[config.mk]
export PLATFORM = sky130hd
export DESIGN_NAME = pc_redirect_unit
export DESIGN_NICKNAME = d
export VERILOG_FILES = /design/src/rtl/pc_redirect_unit.sv
export SDC_FILE = /design/constraint.sdc
export NUM_CORES = 1
export LEC_CHECK = 0
export ABC_AREA = 1
export CAP_MARGIN = 20
export CORE_MARGIN = 2
export CORE_UTILIZATION = 50
export DETAILED_ROUTE_END_ITERATION = 8
export PLACE_DENSITY = 0.81
export REMOVE_ABC_BUFFERS = 1
export SLEW_MARGIN = 20
export SYNTH_ARGS = -nofsm -noshare
export SYNTH_HDL_FRONTEND = slang
export SYNTH_SLANG_ARGS = --single-unit
export TNS_END_PERCENT = 30
[constraint.sdc]
create_clock -name clk -period 1.9 [get_ports clk]
set_input_delay 0.19 -clock clk [delete_from_list [all_inputs] [get_ports clk]]
set_output_delay 0.19 -clock clk [all_outputs]
set_load 0.02 [all_outputs]
[src/rtl/pc_redirect_unit.sv]
// Front-end PC generator: owns the fetch PC, applies EX-stage redirects, defers them across stalls, flushes IF/ID.
// Latency: unstalled redirect lands in pc_out 1 cycle later; a stalled one lands 1 cycle after stall drops.
// Backpressure: stall freezes the PC; a redirect arriving under stall is held (youngest wins), never dropped.
module pc_redirect_unit #(
   parameter int                     PC_WIDTH  = 32,
   parameter logic [PC_WIDTH-1:0]    RESET_PC  = '0,
   parameter int                     INC       = 4,
   parameter int                     CNT_WIDTH = 16
) (
   input  logic                  clk,
   input  logic                  reset,
   input  logic                  stall,
   input  logic                  branch_taken,
   input  logic [PC_WIDTH-1:0]   branch_target,
   output logic [PC_WIDTH-1:0]   pc_out,
   output logic [PC_WIDTH-1:0]   pc_plus_inc,
   output logic                  fetch_valid,
   output logic                  flush_ifid,
   output logic                  redirect_pending,
   output logic                  misalign_err,
   output logic [CNT_WIDTH-1:0]  redirect_count
);

   typedef enum logic [1:0] {
      BOOT = 2'd0,
      RUN  = 2'd1,
      HOLD = 2'd2
   } state_t;

   state_t                 state_q, state_d;
   logic [PC_WIDTH-1:0]    pc_q, pc_d;
   logic [PC_WIDTH-1:0]    held_q, held_d;
   logic                   flush_q, flush_d;
   logic                   mis_q, mis_d;
   logic [CNT_WIDTH-1:0]   cnt_q, cnt_d;

   logic [PC_WIDTH-1:0]    eff_target;
   logic                   tgt_misaligned;
   logic                   apply_redirect;

   // Word-align the incoming target; low bits only feed the sticky error flag.
   assign eff_target     = {branch_target[PC_WIDTH-1:2], 2'b00};
   assign tgt_misaligned = (branch_target[1:0] != 2'b00);
   assign pc_plus_inc    = pc_q + PC_WIDTH'(INC);

   // Next-state, next-PC and bookkeeping for the three fetch phases.
   always_comb begin
      state_d        = state_q;
      pc_d           = pc_q;
      held_d         = held_q;
      mis_d          = mis_q;
      apply_redirect = 1'b0;

      case (state_q)
         BOOT: begin
            // First cycle out of reset: PC stays at RESET_PC, branches ignored.
            state_d = RUN;
         end
         RUN: begin
            if (branch_taken) begin
               if (tgt_misaligned) mis_d = 1'b1;
               if (stall) begin
                  held_d  = eff_target;
                  state_d = HOLD;
               end else begin
                  pc_d           = eff_target;
                  apply_redirect = 1'b1;
               end
            end else if (!stall) begin
               pc_d = pc_plus_inc;
            end
         end
         HOLD: begin
            if (branch_taken && tgt_misaligned) mis_d = 1'b1;
            if (stall) begin
               // Youngest request replaces the parked one.
               if (branch_taken) held_d = eff_target;
            end else begin
               pc_d           = branch_taken ? eff_target : held_q;
               apply_redirect = 1'b1;
               state_d        = RUN;
            end
         end
         default: begin
            state_d = BOOT;
         end
      endcase

      flush_d = apply_redirect;
      cnt_d   = cnt_q;
      if (apply_redirect && (cnt_q != {CNT_WIDTH{1'b1}})) cnt_d = cnt_q + CNT_WIDTH'(1);
   end

   // State and datapath registers; reset discards any parked redirect.
   always_ff @(posedge clk) begin
      if (reset) begin
         state_q <= BOOT;
         pc_q    <= RESET_PC;
         held_q  <= '0;
         flush_q <= 1'b0;
         mis_q   <= 1'b0;
         cnt_q   <= '0;
      end else begin
         state_q <= state_d;
         pc_q    <= pc_d;
         held_q  <= held_d;
         flush_q <= flush_d;
         mis_q   <= mis_d;
         cnt_q   <= cnt_d;
      end
   end

   assign pc_out           = pc_q;
   assign fetch_valid      = (state_q != BOOT);
   assign flush_ifid       = flush_q;
   assign redirect_pending = (state_q == HOLD);
   assign misalign_err     = mis_q;
   assign redirect_count   = cnt_q;

endmodule
==> results of run 1 <==
## sequential cells by signal, summed over array words and instances, names as in the netlist
signal	flops
flush_ifid	1
held_q	32
misalign_err	1
pc_out	32
redirect_count	16
state_q	2
## kinds of logic after synthesis
kind of cell             count (synthesis)  synth area share
adder cells (fa/ha/maj)                  5           0.01319
AND/OR/NAND/NOR                        339            0.3177
AO/OA/AOI/OAI                          152            0.1823
multiplexers                             4          0.008444
XOR/XNOR                                21           0.04354
flip-flops                              84            0.3546
buffers and inverters                   91           0.08021
## worst max-delay path by stage
stage	to	slack, ns
final	pc_plus_inc[18]	-0.05
after CTS	pc_plus_inc[22]	-0.13
after detailed placement	pc_plus_inc[22]	-0.21
after global placement	pc_plus_inc[22]	-0.16
after global routing	pc_plus_inc[16]	-0.15
after floorplan	pc_out[28]	-0.59
## layer usage
layer  GRT usage  vias to the layer above
li1            -                     2636
met1      0.4033                     2635
met2      0.5115                      286
met3     0.03934                       38
met4     0.09563                        0
met5           0                        -
## worst max-delay path, delay by kind of cell, from the launching register on
kind / cells / cell delay (ns)
DFF: 1 / 0.37
adders and majority gates: 1 / 0.16
and+or+nand+nor: 4 / 0.43
buffers and inverters: 2 / 0.26
xor gates and xnor gates: 1 / 0.17
## layout make-up
| type | instances | area, µm² | share of cell area |
|---|---|---|---|
| timing repair buffer | 202 | 1857 | 0.2618 |
| inverter | 60 | 237.7 | 0.03352 |
| clock inverter | 5 | 60.06 | 0.008469 |
| sequential | 84 | 1700 | 0.2398 |
| clock buffer | 11 | 151.4 | 0.02135 |
| multi-input combinational | 521 | 2924 | 0.4123 |
| tap | 129 | 161.4 | 0.02276 |
## cell usage after synthesis, drive strengths merged, types with 5 or more instances
cell type  count  share of area
buf           15          0.020
nand3b         6         0.0095
nand4          8          0.014
dfxtp         84           0.35
xnor2          6          0.011
nand3         26          0.027
a221oi        18          0.033
clkbuf        16          0.013
xor2          15          0.032
o21ai         69          0.073
inv           60          0.047
nor3           8         0.0095
a21oi         55          0.058
ha             5          0.013
nand2        181           0.15
nor2         105           0.10
## power breakdown
part	leakage (nW)	total, W	internal (W)	switching, W
registers	0.692	0.00274	0.00231	0.000427
clock network	0.106	0.00135	0.000682	0.000669
logic	2.07	0.00571	0.00250	0.00320
## placed cells by master (no fill, tap or decap), types with 11 or more instances in the layout
master / Yosys / final
nand3_1: 26 / 22
buf_6: 2 / 15
a21oi_1: 55 / 55
a221oi_1: 18 / 14
nand2_2: 7 / 17
nor2_1: 87 / 75
clkbuf_8: 0 / 11
buf_4: 3 / 85
clkdlybuf4s50_1: 0 / 89
nand2_1: 173 / 161
dfxtp_1: 84 / 73
inv_1: 55 / 52
nor2_4: 9 / 14
nor2_2: 9 / 16
o21ai_0: 63 / 62
## through the flow
stage / utilization / worst slack [ns] / std cells
finish: 0.7675 / -0.04738 / 1012
floorplan: - / -0.5860 / 665
global placement: 0.7091 / -0.1628 / 988
global route: 0.7675 / -0.1525 / 1012
detailed placement: 0.7091 / -0.2104 / 988
CTS: 0.7326 / -0.1290 / 1005
## timing repair
action                     in CTS  in global routing
hold buffers                    0                  0
pin swaps                      11                 30
setup buffers                   1                  7
gates resized for setup       144                 83
setup endpoints to repair      36                 85
==> results by group, run 1 <==
Finish
  – Nets: 919
  – Ant diodes: 0
  – # fillers: 686
  – Final design instance area without fill: just over 0.007 mm²
  – Fraction of layout cells with a size suffix above 1: 0.2525
  – Area growth syn-to-layout: 49.55%

Synthesis
  – Async SR Flop Fraction: 0
  – Yosys Warn Count: 0
  – #FFs+latches synth: 84
  – Syn avg cell area: approximately 6.8 µm²
  – Synth Flop Type: dfxtp_1
  – Netlist cell types: 36
  – Gate Count Post-Synth: 696
  – Sequential fraction of the synthesis area: 0.3546
  – EDFF count, synth: 0
  – Synthesized area: 0.004742 mm²

Power
  – Total power: 0.009793 W
  – P per Cell Area: around 1400 mW/mm²
  – Leak: 2.868 nW
  – Worst VDD drop: 0.0009150 V

Detailed routing
  – Top sig layer: met4
  – Detail Route Antenna Nets: 0
  – Routed met3 length: 1170 µm
  – Met2 routed wirelength: 7768 µm
  – Met1 wire length: about 6700 µm
  – Vias/cell: 5.529
  – Router iterations before antenna repair: 6
  – DRC: 0
  – Total number of vias: about 5600
  – Wire per inst: 15.79 µm
  – Routed WL: 15980 µm
  – Drt initial violations: 436

Clock tree
  – Worst-Skew Late Latency: about 0.35 ns
  – # clock sinks: 84
  – Max H-tree Level: 3
  – Cts bufs inserted: 9
  – CTS tree: built
  – Clock transition at path regs: ~0.090 ns
  – CTS root buffer: clkbuf_8
  – Clk buf depth: 2

STA
  – RSZ-0062 raised after global routing: yes
  – TNS Setup: -0.1738 ns
  – Worst-margin pin slew: between 0.5 and 0.6 ns
  – Final hold viol count: 0
  – Post-Route Skew: 0.01176 ns
  – Hold Worst Slack: 0.4638 ns
  – Setup WS post-layout: -0.04738 ns
  – Max Clk Rate: 513.5 MHz
  – Final Cycle Share: 1.025
  – Tmin final: 1.947 ns
  – # setup viols final: 10
  – Final Max Tran Viols: 0
  – Max_slew headroom: 0.6260

Setup path
  – FF-to-FF setup slack: 0.04 ns
  – Crit end category: primary output
  – CP max stage delay: about 0.37 ns
  – Reg-to-Reg Start: state_q[1]
  – CP Data Required Time: 1.71 ns
  – WS Path Type: reg2out
  – CP startpoint kind: register
  – R2R Path End: held_q[31]
  – Worst-path maximum fanout: 5
  – Setup crit start: pc_out[2]
  – CP Cell Sequence: ha_4 -> nand2_4 -> nor2_4 -> nand2_4 -> nor2_4 -> buf_6 -> xor2_2 -> buf_6
  – Arrival time of the worst setup path: 1.76 ns
  – Reg2reg path depth: 9
  – Critical-path top delay cell: dfxtp_4

Global routing
  – GRT Total Usage: 0.3028
  – Gr ovfl total: 0
  – Initial antenna violation count: 0
  – Vias in the first global route: 5191
  – Largest net degree at the start of global routing: 66
  – First-pass GRT wire length: 24650 µm

Flow run
  – Max cap viols: 0

Min path
  – Hold WC Path Type: in2reg
  – Hold Crit Depth: 3
  – Hold EP: held_q[31]
  – Min-delay src: branch_target[31]

Die
  – Ports: 120
  – Initial Util: 0.5132
  – Core Footprint: 0.009240 mm²
  – Die X-Extent: between 100 and 150 µm
  – Core Rows: 35
  – Die Area: 0.01028 mm²
  – DIE HEIGHT: 101.4 µm

Status
  – Failing checks: setup timing
  – Outcome: finished with violations

Placed design
  – Placement Cell Area: 0.006553 mm²
  – Routability cong.: 0.9145
  – Quantity of I/O buffers inserted on ports: about 120
  – Dpl hpwl: roughly 11000 µm
(Power assumes the default switching activity.)
==> run 2, diff against run 1 <==
- CAP_MARGIN: 20 -> default
==> results of run 2 <==
The final DEF is identical to that of run 1; final timing and power are the same.
